File: src/rtl/hazard_unit.sv
// Load-use hazard detection, memory-busy freeze and taken-branch flush control
// for a five-stage pipeline, plus a saturating count of stall cycles.
module hazard_unit #(
  parameter int ADDR_W   = 5,
  parameter int LOAD_LAT = 1,
  parameter int CNT_W    = 32
) (
  input  logic              clk_i,
  input  logic              rst_i,
  input  logic [ADDR_W-1:0] rs1_i,
  input  logic [ADDR_W-1:0] rs2_i,
  input  logic              rs1_used_i,
  input  logic              rs2_used_i,
  input  logic [ADDR_W-1:0] rd_i,
  input  logic              ctrlMemRead_i,
  input  logic              branch_taken_i,
  input  logic              dmem_busy_i,
  input  logic              stat_clr_i,
  output logic              ctrlPcWrite_o,
  output logic              stall_o,
  output logic              noop_o,
  output logic              flush_o,
  output logic              freeze_o,
  output logic [CNT_W-1:0]  stall_cnt_o
);

  typedef enum logic {IDLE = 1'b0, LOAD_STALL = 1'b1} state_t;

  localparam logic [3:0] LAT_M1 = 4'(LOAD_LAT - 1);

  // state_q and rem_q are the observable FSM state for checkers.
  state_t     state_q, state_n;
  logic [3:0] rem_q, rem_n;
  logic       hit;
  logic [CNT_W-1:0] cnt_q;

  assign hit = ctrlMemRead_i && (rd_i != '0) &&
               ((rs1_used_i && (rs1_i == rd_i)) || (rs2_used_i && (rs2_i == rd_i)));

  always_ff @(posedge clk_i or posedge rst_i) begin
    if (rst_i) begin
      state_q <= IDLE;
      rem_q   <= 4'd0;
    end else begin
      state_q <= state_n;
      rem_q   <= rem_n;
    end
  end

  // Busy outranks everything and holds the FSM; LOAD_STALL ignores hit.
  always_comb begin
    state_n       = state_q;
    rem_n         = rem_q;
    ctrlPcWrite_o = 1'b1;
    stall_o       = 1'b0;
    noop_o        = 1'b0;
    freeze_o      = 1'b0;
    if (rst_i) begin
      ctrlPcWrite_o = 1'b0;
    end else if (dmem_busy_i) begin
      ctrlPcWrite_o = 1'b0;
      stall_o       = 1'b1;
      freeze_o      = 1'b1;
    end else if (state_q == LOAD_STALL) begin
      ctrlPcWrite_o = 1'b0;
      stall_o       = 1'b1;
      noop_o        = 1'b1;
      rem_n         = rem_q - 4'd1;
      if (rem_q == 4'd1) state_n = IDLE;
    end else if (hit) begin
      ctrlPcWrite_o = 1'b0;
      stall_o       = 1'b1;
      noop_o        = 1'b1;
      if (LOAD_LAT > 1) begin
        state_n = LOAD_STALL;
        rem_n   = LAT_M1;
      end
    end
  end

  // A branch seen during a stall is dropped; ID re-presents it afterwards.
  assign flush_o = branch_taken_i & ~stall_o & ~dmem_busy_i & ~rst_i;

  always_ff @(posedge clk_i or posedge rst_i) begin
    if (rst_i) begin
      cnt_q <= '0;
    end else if (stat_clr_i) begin
      cnt_q <= '0;
    end else if (stall_o && (cnt_q != '1)) begin
      cnt_q <= cnt_q + CNT_W'(1);
    end
  end

  assign stall_cnt_o = cnt_q;

endmodule

File: config.mk
export PLATFORM = sky130hd
export DESIGN_NAME = hazard_unit
export DESIGN_NICKNAME = d
export VERILOG_FILES = /design/src/rtl/hazard_unit.sv
export SDC_FILE = /design/constraint.sdc
export NUM_CORES = 1
export LEC_CHECK = 0
export ABC_AREA = 1
export CORE_AREA = 3 3 82 84
export DETAILED_ROUTE_END_ITERATION = 12
export DIE_AREA = 0 0 85 87
export MAX_ROUTING_LAYER = met4
export PLACE_DENSITY = 0.81
export SYNTH_ARGS = -nofsm -noshare
export SYNTH_HDL_FRONTEND = slang
export SYNTH_SLANG_ARGS = --single-unit
File: constraint.sdc
create_clock -name clk_i -period 1.8 [get_ports clk_i]
set_input_delay 0.18 -clock clk_i [delete_from_list [all_inputs] [get_ports clk_i]]
set_output_delay 0.18 -clock clk_i [all_outputs]
set_load 0.01 [all_outputs]
==> summary.txt, run 1 <==
Synthesis
  – Compound-gate portion of the synthesized area: 2.12%
  – Number of synthesized flops with an enable pin: 0
  – Simple-gate share of the synthesized area: 46.4%
  – Top-count cell post-synth: nand2_1
  – Cell variety after synth: 28
  – Combinational family with the most area after synthesis: simple AND/OR/NAND/NOR gates
  – Top area cells in the synthesized netlist: dfrtp_1 (33%), nand2_1 (21%), nor2_1 (8.7%)
  – Share of synthesized area spent on multiplexers: 0%
  – Synth area leader: dfrtp_1
  – Syn avg cell area: 6.42 µm²
  – Yosys Warn Count: 0
  – Cell Area, Synth: 2840 µm²
  – Commonest register cell after synthesis: dfrtp_1
  – Post-synthesis adder-cell area fraction: 1.32%
  – Post-synthesis xor/xnor area fraction: 7.41%
  – Post-synth top area share: 32.6%
  – Proportion of synthesized chip area in sequential cells: 32.6%
  – Synthesized instance count: 442
  – Fraction of synthesis flops using an asynchronous set or reset pin: 100%
  – Synthesized Nets: 468
  – Synthesis-stage register bit count: 37
  – Leading cell types by count after synthesis: nand2_1 (156), nor2_1 (66), inv_1 (49), nand3_1 (43), dfrtp_1 (37)

Critical path
  – Worst R2R Start: stall_cnt_o[0]$_DFFE_PP0P_
  – Largest stage delay on the critical path: 380 ps
  – CP max stage cell: dfrtp_2
  – Data arrival time at the worst-slack endpoint: 2010 ps
  – Crit path to: stall_cnt_o[28]$_DFFE_PP0P_
  – Critical Setup Path Class: reg2reg
  – Cell-by-cell trace of the critical path: ha_2, nand2_4, nor3_4, nand3_2, nor2_4, nand4_4, nand3_4, buf_12, nand2_4, nand2_1, nand2_1
  – Category of the worst setup path capture point: register
  – Endpoint of the worst register-to-register path: stall_cnt_o[28]$_DFFE_PP0P_
  – Startpoint of the worst setup timing path: stall_cnt_o[0]$_DFFE_PP0P_
  – Maximum fanout encountered on the critical timing path: 8
  – Instance count on the critical path: 11
  – Register-to-register setup slack: -30 ps
  – Number of buffers and inverters on the critical path: 1
  – CP Data Required Time: 1980 ps
  – Register-to-Register Path Depth: 11
  – Dominant delay contributor by cell family on the critical path: simple AND/OR/NAND/NOR gates
  – Worst setup SP type: register

Timing
  – Count of endpoints failing hold in the final timing report: 0
  – Number of setup violations in the final report: 13
  – Min setup slack post-route: -30.8 ps
  – Skew final: 5.11 ps
  – Setup repair after global routing missed its margin: yes
  – Max Transition Viols Final: 0
  – Slew of the pin with the lowest slew margin: 463 ps
  – Final worst hold slack: 500 ps
  – Max transition margin: 69.1%
  – Accumulated negative setup slack: -230 ps
  – Share of the cycle needed by the critical path after routing: 102%
  – Min cycle time layout: 1830 ps
  – Achievable frequency: 0.546 GHz

Outcome
  – Violated checks: negative setup slack
  – Run status: finished with violations

Global routing
  – Overall routing resource usage: 21.3%
  – Via count of the first global-routing pass: 2852
  – Number of antenna violations at the first check in global routing: 0
  – Final global-route overflow total: 0
  – Pin count of the biggest net entering global routing: 38
  – Wire length of the first global-routing pass: 12600 µm

Hold path
  – Start point of the worst min-delay path: state_q$_DFFE_PP0P_
  – Number of cells on the worst hold path: 2
  – Class of the most critical hold timing path: reg2reg

Cells and area
  – Fraction of final layout cells with drive strength greater than 1: 15.1%
  – Total Nets Final: 555
  – Antenna diode count: 0
  – Final std cell area, no fill: 3930 µm²
  – Synth-to-layout area growth: 38.6%

Clock network
  – CTS buffer count: 5
  – Sink count of the clock tree: 37
  – Buffer levels on the longest clock path: 2
  – Clock root buffer master: clkbuf_8
  – Clock transition at the registers of the reported paths: 70 ps
  – Clock Latency Late Sink: 290 ps
  – CTS tree: built
  – H-Tree Depth: 2

Floorplanning
  – Placeable core area: 5990 µm²
  – Number of placement rows: 28
  – Starting utilization of the core area: 47.3%
  – Die area: 7400 µm²
  – Die outline width: 85 µm
  – DIE HEIGHT: 87 µm
  – I/O pin count: 60

Placed design
  – Post-detailed-placement cell area: 3620 µm²
  – Number of I/O port buffers: 59
  – Routability Congestion: 0.920
  – Post-DP HPWL: 5770 µm

Flow run
  – Maximum capacitance violations: 0

Route
  – Antenna violation net count after detailed routing: 0
  – First-pass DRT Iterations: 4
  – WL per Instance: 13.3 µm
  – Vias after detailed routing: 3056
  – Count of routing violations after the opening detailed-route iteration: 243
  – Overall routed net length: 8050 µm
  – Drt drc: 0
  – Vias per std cell: 5.05

Pwr
  – Power Density: 443 nW/µm²
  – IR Drop Worst-Case VDD: 0.346 mV
  – Reported leakage power: 1.94 nW
what timing repair did:
action,4_1_cts,5_1_grt
hold buffers,0,0
gates resized for setup,20,34
gates cloned,0,3
pin swaps,2,14
endpoints found under the setup margin,36,36
buffers inserted,0,6
report_power, final:
group | internal [mW] | leakage (nW) | switching [mW]
sequential | 0.843 | 0.501 | 0.0113
combinational | 0.148 | 1.39 | 0.175
clock | 0.268 | 0.0450 | 0.294
total | 1.26 | 1.94 | 0.480
worst min path at each step:
| stage | slack [ps] | endpoint |
|---|---|---|
| 3_3_place_gp | 470 | state_q$_DFFE_PP0P_ |
| 3_5_place_dp | 480 | state_q$_DFFE_PP0P_ |
| 2_1_floorplan | 390 | rem_q[0]$_DFFE_PP0P_ |
| 6_report | 500 | state_q$_DFFE_PP0P_ |
| 4_1_cts | 500 | state_q$_DFFE_PP0P_ |
| 5_1_grt | 530 | rem_q[0]$_DFFE_PP0P_ |
routing by layer:
| metal | up-vias | global-route usage [%] | routed length [µm] |
|---|---|---|---|
| li1 | 1552 | - | - |
| met1 | 1415 | 25.8 | 3430 |
| met2 | 83 | 35.9 | 4040 |
| met3 | 6 | 4.64 | 516 |
| met4 | 0 | 5.76 | 59 |
| met5 | - | - | 0 |
registers in the layout, summed over array words and instances (netlist names):
| signal | flops |
|---|---|
| stall_cnt_o | 32 |
| rem_q | 4 |
| state_q | 1 |
final cells by class:
type	count	area, µm²
clock buffer	6	72.6
clock inverter	2	10.0
fill	543	2060
inverter	50	188
multi-input combinational	343	1750
sequential	37	927
tap	75	93.8
timing repair buffer	92	885
stage by stage:
stage,util [%],cells,total power [mW],worst slack (ps)
after floorplan,-,442,1.02,-52.5
after detailed placement,60.5,588,1.14,-356
final,65.6,605,1.74,-30.8
after CTS,62.2,596,1.70,7.65
after global placement,60.5,588,1.14,-343
after global routing,65.6,605,1.82,-123
worst reg2reg max path, stage by stage (launching register included):
cell,delay (ps)
dfrtp_2,380
ha_2,210
nand2_4,70
nor3_4,200
nand3_2,110
nor2_4,130
nand4_4,100
nand3_4,160
buf_12,140
nand2_4,90
nand2_1,90
nand2_1,50
cell families (layout without fill, tap and decap cells):
family / count (synthesis) / in the layout
XOR/XNOR: 24 / 24
AO/OA/AOI/OAI: 11 / 11
flip-flops: 37 / 37
AND/OR/NAND/NOR: 303 / 305
buffers and inverters: 64 / 150
adder cells (fa/ha/maj): 3 / 3
placed cells by master (no fill, tap or decap), drive strengths merged, types with 11 or more instances in the layout:
| cell | count |
|---|---|
| buf | 35 |
| clkdlybuf4s50 | 48 |
| dfrtp | 37 |
| inv | 50 |
| nand2 | 161 |
| nand3 | 45 |
| nor2 | 67 |
| nor3 | 16 |
| xnor2 | 11 |
| xor2 | 13 |
Note: power is estimated with default switching activity, not from simulation.
==> run 2: changes to the inputs <==
--- a/config.mk
+++ b/config.mk
@@ -6,11 +6,13 @@
 export NUM_CORES = 1
 export LEC_CHECK = 0
 export ABC_AREA = 1
-export CORE_AREA = 3 3 82 84
+export CELL_PAD_IN_SITES_DETAIL_PLACEMENT = 1
+export CELL_PAD_IN_SITES_GLOBAL_PLACEMENT = 1
+export CORE_AREA = 3 3 99 101
 export DETAILED_ROUTE_END_ITERATION = 12
-export DIE_AREA = 0 0 85 87
+export DIE_AREA = 0 0 102 104
 export MAX_ROUTING_LAYER = met4
-export PLACE_DENSITY = 0.81
+export PLACE_DENSITY = 0.8
 export SYNTH_ARGS = -nofsm -noshare
 export SYNTH_HDL_FRONTEND = slang
 export SYNTH_SLANG_ARGS = --single-unit
==> run 2 against run 1 <==
Net effect: the flow still finishes with violations (negative setup slack); fmax increased by 1.7%; largest cell class unchanged; clock power increased by 4.8%; routed wire length increased by 15%; largest power group unchanged; final cell count increased by 7.4%.
==> summary.txt, run 2 (synthesized netlist as in run 1, its figures left out) <==
Clock network
  – Total of hold buffers inserted after clock tree synthesis: 0 (unchanged)
  – Sink count of the clock tree: 37 (unchanged)
  – Clock root buffer master: clkbuf_8 (unchanged)
  – Buffer levels on the longest clock path: 2 (unchanged)
  – CTS tree: built (unchanged)
  – Clock transition at the registers of the reported paths: 80 ps (was 70 ps)
  – Clock Latency Late Sink: 290 ps (about the same)
  – H-Tree Depth: 2 (unchanged)
  – CTS buffer count: 5 (unchanged)

Timing
  – Max transition margin: 67.2% (was 69.1%)
  – Count of endpoints failing hold in the final timing report: 0 (unchanged)
  – Setup repair after global routing missed its margin: yes (unchanged)
  – Skew final: 7.75 ps (was 5.11 ps)
  – Number of setup violations in the final report: 2 (was 13)
  – Slew of the pin with the lowest slew margin: 491 ps (was 463 ps)
  – Min cycle time layout: 1800 ps (was 1830 ps)
  – Achievable frequency: 0.555 GHz (was 0.546 GHz)
  – Share of the cycle needed by the critical path after routing: 100% (was 102%)
  – Max Transition Viols Final: 0 (unchanged)
  – Accumulated negative setup slack: -0.844 ps (was -230 ps)
  – Min setup slack post-route: -0.449 ps (was -30.8 ps)

Cells and area
  – Antenna diode count: 0 (unchanged)
  – Final std cell area, no fill: 3950 µm² (was 3930 µm²)
  – Most common cell after layout, fill and taps aside: nand2_1 (unchanged)
  – Fraction of final layout cells with drive strength greater than 1: 15.4% (was 15.1%)
  – Flip-flop count of the largest register, all copies and words added: 32 (unchanged)
  – Highest-count cells in the layout ignoring fill and taps: nand2_1 (148), nor2_1 (62), clkdlybuf4s50_1 (51) (was nand2_1 (154), nor2_1 (60), clkdlybuf4s50_1 (48))
  – Total Nets Final: 564 (was 555)
  – Synth-to-layout area growth: 39.1% (was 38.6%)
  – Number of fillers in the final layout: 1198 (was 543)

Flow run
  – Maximum capacitance violations: 0 (unchanged)

Global routing
  – Met2 global-route usage: 32.2% (was 35.9%)
  – Overall routing resource usage: 18.2% (was 21.3%)
  – Number of antenna violations at the first check in global routing: 0 (unchanged)
  – Pin count of the biggest net entering global routing: 38 (unchanged)
  – Fraction of met3 tracks used by global routing: 2.55% (was 4.64%)
  – Wire length of the first global-routing pass: 15600 µm (was 12600 µm)
  – Final global-route overflow total: 0 (unchanged)
  – Most crowded layer after global routing: met2 (unchanged)
  – Via count of the first global-routing pass: 3310 (was 2852)
  – Met1 Resource Use GR: 21.7% (was 25.8%)

Route
  – WL per Instance: 14.2 µm (was 13.3 µm)
  – First-pass DRT Iterations: 4 (unchanged)
  – Drt drc: 0 (unchanged)
  – Vias per std cell: 4.86 (was 5.05)
  – Count of routing violations after the opening detailed-route iteration: 120 (was 243)
  – Antenna violation net count after detailed routing: 0 (unchanged)
  – Overall routed net length: 9240 µm (was 8050 µm)
  – Vias after detailed routing: 3160 (was 3056)

Floorplanning
  – Placeable core area: 9110 µm² (was 5990 µm²)
  – Die outline width: 102 µm (was 85 µm)
  – Die area: 10600 µm² (was 7400 µm²)
  – I/O pin count: 60 (unchanged)
  – Starting utilization of the core area: 31.1% (was 47.3%)
  – DIE HEIGHT: 104 µm (was 87 µm)
  – Number of placement rows: 35 (was 28)

Hold path
  – Class of the most critical hold timing path: reg2reg (unchanged)

Placed design
  – Post-DP HPWL: 7300 µm (was 5770 µm)
  – Post-detailed-placement cell area: 3780 µm² (was 3620 µm²)
  – Routability Congestion: 0.862 (was 0.920)
  – Number of I/O port buffers: 59 (unchanged)

Outcome
  – Run status: finished with violations (unchanged)
  – Violated checks: negative setup slack (unchanged)

Critical path
  – Critical Setup Path Class: reg2reg (unchanged)
  – Data arrival time at the worst-slack endpoint: 1980 ps (was 2010 ps)
  – Category of the worst setup path capture point: register (unchanged)
  – CP Data Required Time: 1980 ps (about the same)
  – Maximum fanout encountered on the critical timing path: 14 (was 8)
  – Worst setup SP type: register (unchanged)

Pwr
  – IR Drop Worst-Case VDD: 0.238 mV (was 0.346 mV)
  – Reported leakage power: 1.91 nW (was 1.94 nW)
  – Power Density: 444 nW/µm² (was 443 nW/µm²)
  – Total power: 1.75 mW (was 1.74 mW)
[run 2: changes by cell type in the layout (fill, tap and decap cells not counted), moves of 3 or more]
cell / previous run / this run
buf_4: 27 / 41
nand3_1: 36 / 43
nand3_2: 8 / 1
dlymetal6s2s_1: 6 / 0
nand2_1: 154 / 148
nand2_2: 3 / 9
dlygate4sd2_1: 1 / 5
clkdlybuf4s50_1: 48 / 51
[run 2: timing repair]
action	4_1_cts	5_1_grt
gates resized for setup	23	14
setup endpoints to repair	36	36
pin swaps	2	1
cloned	0	0
buffers inserted	4	2
[run 2: power by group]
group          total (mW)  switching, mW  internal (mW)
combinational       0.312          0.169          0.143
clock               0.589          0.319          0.269
sequential          0.852        0.00987          0.842
[run 2: final timing paths]
check | depth (start not counted) | slack [ps] | end | start
setup reg to reg | 11 | -0.4 | stall_cnt_o[30]$_DFFE_PP0P_ | stall_cnt_o[1]$_DFFE_PP0P_
hold reg to reg | 1 | 510 | rem_q[0]$_DFFE_PP0P_ | rem_q[0]$_DFFE_PP0P_
setup / recovery | 11 | -0.4 | stall_cnt_o[30]$_DFFE_PP0P_ | stall_cnt_o[1]$_DFFE_PP0P_
max in group asynchronous | 4 | 890 | stall_cnt_o[0]$_DFFE_PP0P_ | rst_i
hold / removal | 1 | 510 | rem_q[0]$_DFFE_PP0P_ | rem_q[0]$_DFFE_PP0P_
min in group asynchronous | 4 | 540 | state_q$_DFFE_PP0P_ | rst_i
[run 2: cell type report]
class	count	area [µm²]	area share, %
Timing Repair Buffer	103	928	23.5
Clock inverter	2	10.0	0.254
Multi-Input combinational cell	341	1680	42.6
Sequential cell	37	927	23.5
Clock buffer	6	72.6	1.84
Inverter	50	188	4.76
Tap cell	111	139	3.52
[run 2: per-stage QoR]
stage	cells	worst slack (ps)	hold WS [ps]	utilization [%]
floorplan	442	-52.5	391	-
global placement	636	-352	474	41.5
detailed placement	636	-411	500	41.5
global route	650	-151	533	43.3
finish	650	-0.449	513	43.3
CTS	648	-26.1	516	42.7
[run 2: critical path, stage by stage (launching register included)]
cell	delay, ps
dfrtp_1	370
ha_2	220
nand2_4	70
nor3_4	190
nand3_2	110
nor2_4	130
nand4_4	100
nand3_4	140
nand2_4	80
buf_12	150
nand2_1	60
nand2_1	50
[run 2: per-layer routing]
metal / up-vias / part of all wire (%) / wire [µm]
met3: 18 / 3.5 / 319
met4: 0 / 1.8 / 162
met5: - / 0 / 0
li1: 1568 / - / -
met2: 71 / 51 / 4690
met1: 1503 / 44 / 4070
==> run 3: changes to the inputs <==
--- a/config.mk
+++ b/config.mk
@@ -8,9 +8,9 @@
 export ABC_AREA = 1
 export CELL_PAD_IN_SITES_DETAIL_PLACEMENT = 1
 export CELL_PAD_IN_SITES_GLOBAL_PLACEMENT = 1
-export CORE_AREA = 3 3 99 101
+export CORE_AREA = 2 2 98 100
 export DETAILED_ROUTE_END_ITERATION = 12
-export DIE_AREA = 0 0 102 104
+export DIE_AREA = 0 0 100 102
 export MAX_ROUTING_LAYER = met4
 export PLACE_DENSITY = 0.8
 export SYNTH_ARGS = -nofsm -noshare
==> constraint.sdc (replaced) <==
create_clock -name clk_i -period 1.8 [get_ports clk_i]
set_input_delay 0.18 -clock clk_i [delete_from_list [all_inputs] [get_ports clk_i]]
set_output_delay 0.18 -clock clk_i [all_outputs]
set_load 0.05 [all_outputs]
==> run 3 against run 2 <==
Net effect: clock power rose by 3%; sequential power rose by 1%; largest cell class unchanged; critical endpoint is now stall_cnt_o[17]$_DFFE_PP0P_; first-iteration DRC count fell by 3.3%; the run now ends clean; critical path depth did not move; flip-flop and latch count did not move; fmax rose by 0.58%; routed wire length rose by 3.8%.
==> summary.txt, run 3 (synthesized netlist as in run 1, its figures left out) <==
Critical path
  – Worst setup SP type: register (unchanged)
  – Most used cell, CP: nand2_1
  – CP Data Required Time: 1990 ps (was 1980 ps)
  – Cell-by-cell trace of the critical path: ha_4, nand2_4, nor3_4, nand3_2, nor2_4, nand4_4, nand3_4, nand2_8, clkbuf_16, nand2_1, nand2_1 (was ha_2, nand2_4, nor3_4, nand3_2, nor2_4, nand4_4, nand3_4, nand2_4, buf_12, nand2_1, nand2_1)
  – Maximum fanout encountered on the critical timing path: 8 (was 14)
  – Category of the worst setup path capture point: register (unchanged)
  – Number of buffers and inverters on the critical path: 1 (unchanged)
  – Largest stage delay on the critical path: 420 ps (was 370 ps)
  – CP max stage cell: dfrtp_2 (was dfrtp_1)
  – Data arrival time at the worst-slack endpoint: 1980 ps (about the same)
  – Critical Setup Path Class: reg2reg (unchanged)
  – Dominant delay contributor by cell family on the critical path: simple AND/OR/NAND/NOR gates (unchanged)

Clock network
  – Clock Latency Late Sink: 300 ps (was 290 ps)
  – Buffer levels on the longest clock path: 2 (unchanged)
  – CTS tree: built (unchanged)
  – H-Tree Depth: 2 (unchanged)
  – Sink count of the clock tree: 37 (unchanged)
  – CTS buffer count: 5 (unchanged)
  – Clock root buffer master: clkbuf_8 (unchanged)
  – Clock transition at the registers of the reported paths: 90 ps (was 80 ps)
  – Total of hold buffers inserted after clock tree synthesis: 0 (unchanged)

Hold path
  – Class of the most critical hold timing path: reg2reg (unchanged)

Flow run
  – Maximum capacitance violations: 0 (unchanged)

Timing
  – Achievable frequency: 0.559 GHz (was 0.555 GHz)
  – Number of setup violations in the final report: 0 (was 2)
  – Min cycle time layout: 1790 ps (was 1800 ps)
  – Share of the cycle needed by the critical path after routing: 99.4% (was 100%)
  – Setup repair after global routing missed its margin: yes (unchanged)
  – Min setup slack post-route: 9.94 ps (was -0.449 ps)
  – Skew final: 8.65 ps (was 7.75 ps)
  – Max transition margin: 66.6% (was 67.2%)
  – Max Transition Viols Final: 0 (unchanged)
  – Count of endpoints failing hold in the final timing report: 0 (unchanged)
  – Final worst hold slack: 500 ps (was 513 ps)
  – Slew of the pin with the lowest slew margin: 500 ps (was 491 ps)

Cells and area
  – Most common cell after layout, fill and taps aside: nand2_1 (unchanged)
  – Antenna diode count: 0 (unchanged)
  – Highest-count cells in the layout ignoring fill and taps: nand2_1 (126), nor2_1 (60), buf_4 (52) (was nand2_1 (148), nor2_1 (62), clkdlybuf4s50_1 (51))
  – Total Nets Final: 558 (was 564)
  – Final std cell area, no fill: 4210 µm² (was 3950 µm²)
  – Post-Layout Cell Count: 644 (was 650)
  – Fraction of final layout cells with drive strength greater than 1: 27.2% (was 15.4%)
  – Synth-to-layout area growth: 48.5% (was 39.1%)
  – Flip-flop count of the largest register, all copies and words added: 32 (unchanged)

Global routing
  – Via count of the first global-routing pass: 3401 (was 3310)
  – Wire length of the first global-routing pass: 15800 µm (was 15600 µm)
  – Overall routing resource usage: 19.7% (was 18.2%)
  – Pin count of the biggest net entering global routing: 38 (unchanged)
  – Final global-route overflow total: 0 (unchanged)
  – Number of antenna violations at the first check in global routing: 0 (unchanged)

Placed design
  – Routability Congestion: 0.885 (was 0.862)
  – Instance count after placement with tap cells included: 625 (was 636)
  – Worst slack after detailed placement: -230 ps (was -411 ps)
  – Post-DP HPWL: 7180 µm (was 7300 µm)
  – Number of I/O port buffers: 59 (unchanged)
  – Post-detailed-placement cell area: 3750 µm² (was 3780 µm²)

Floorplanning
  – I/O pin count: 60 (unchanged)
  – Die outline width: 100 µm (was 102 µm)
  – Starting utilization of the core area: 31.1% (unchanged)
  – Number of placement rows: 35 (unchanged)
  – DIE HEIGHT: 102 µm (was 104 µm)
  – Placeable core area: 9110 µm² (unchanged)
  – Die area: 10200 µm² (was 10600 µm²)

Route
  – Overall routed net length: 9590 µm (was 9240 µm)
  – Antenna violation net count after detailed routing: 0 (unchanged)
  – First-pass DRT Iterations: 4 (unchanged)
  – Drt drc: 0 (unchanged)
  – Vias per std cell: 4.89 (was 4.86)
  – WL per Instance: 14.9 µm (was 14.2 µm)
  – Count of routing violations after the opening detailed-route iteration: 116 (was 120)
  – Vias after detailed routing: 3148 (was 3160)

Pwr
  – Total power: 1.88 mW (was 1.75 mW)
  – IR Drop Worst-Case VDD: 0.277 mV (was 0.238 mV)
  – Reported leakage power: 2.17 nW (was 1.91 nW)
  – Power Density: 447 nW/µm² (was 444 nW/µm²)

Outcome
  – Run status: finished clean (was finished with violations)
run 3: cell types whose count changed in the layout (fill, tap and decap cells not counted), sizes merged:
cell / previous run / this run
clkdlybuf4s50: 51 / 16
dlygate4sd2: 5 / 6
clkbuf: 6 / 7
clkinvlp: 0 / 1
buf: 47 / 61
dlymetal6s2s: 0 / 12
run 3: where the power goes:
part           switching (mW)  total [mW]  internal [mW]
Combinational           0.238       0.413          0.175
Clock                   0.339       0.606          0.268
Sequential             0.0174       0.861          0.844
run 3: worst reg2reg max path: stages (launching register included):
cell       delay, ps
dfrtp_2          420
ha_4             160
nand2_4           70
nor3_4           140
nand3_2          120
nor2_4           160
nand4_4          100
nand3_4          130
nand2_8           90
clkbuf_16        190
nand2_1           60
nand2_1           40
run 3: what timing repair did:
action                                  4_1_cts  5_1_grt
setup buffers                                 6        3
pin swaps                                     5        7
endpoints found under the setup margin       15       38
gates resized for setup                      20       65
cloned                                        0        2
run 3: path summary, 6_finish.rpt:
kind / from / to / slack, ps / depth (start not counted)
worst max register to register: stall_cnt_o[0]$_DFFE_PP0P_ / stall_cnt_o[17]$_DFFE_PP0P_ / 10 / 11
worst min-delay path: state_q$_DFFE_PP0P_ / state_q$_DFFE_PP0P_ / 500 / 2
worst max-delay path: stall_cnt_o[0]$_DFFE_PP0P_ / stall_cnt_o[17]$_DFFE_PP0P_ / 10 / 11
worst min register to register: state_q$_DFFE_PP0P_ / state_q$_DFFE_PP0P_ / 500 / 2
min in group asynchronous: rst_i / stall_cnt_o[26]$_DFFE_PP0P_ / 530 / 3
max in group asynchronous: rst_i / stall_cnt_o[8]$_DFFE_PP0P_ / 890 / 3
run 3: per-layer routing:
layer,part of all wire [%],vias to the layer above,GRT usage [%]
met3,3.3,13,2.46
li1,-,1558,-
met1,45,1517,22.9
met5,0,-,-
met2,51,60,35.8
met4,1.6,0,5.48
run 3: layout make-up:
| class | instances | area (µm²) |
|---|---|---|
| timing repair buffer | 97 | 975 |
| clock buffer | 5 | 68.8 |
| inverter | 50 | 188 |
| fill | 1177 | 4900 |
| sequential | 37 | 945 |
| multi-input combinational | 341 | 1880 |
| tap | 111 | 139 |
| clock inverter | 3 | 17.5 |
run 3: stage by stage:
step	setup TNS, ps	utilization [%]
floorplan	-2380	-
global placement	-4310	41.2
detailed placement	-6910	41.2
CTS	0	43.1
global route	-2350	46.2
finish	0	46.2
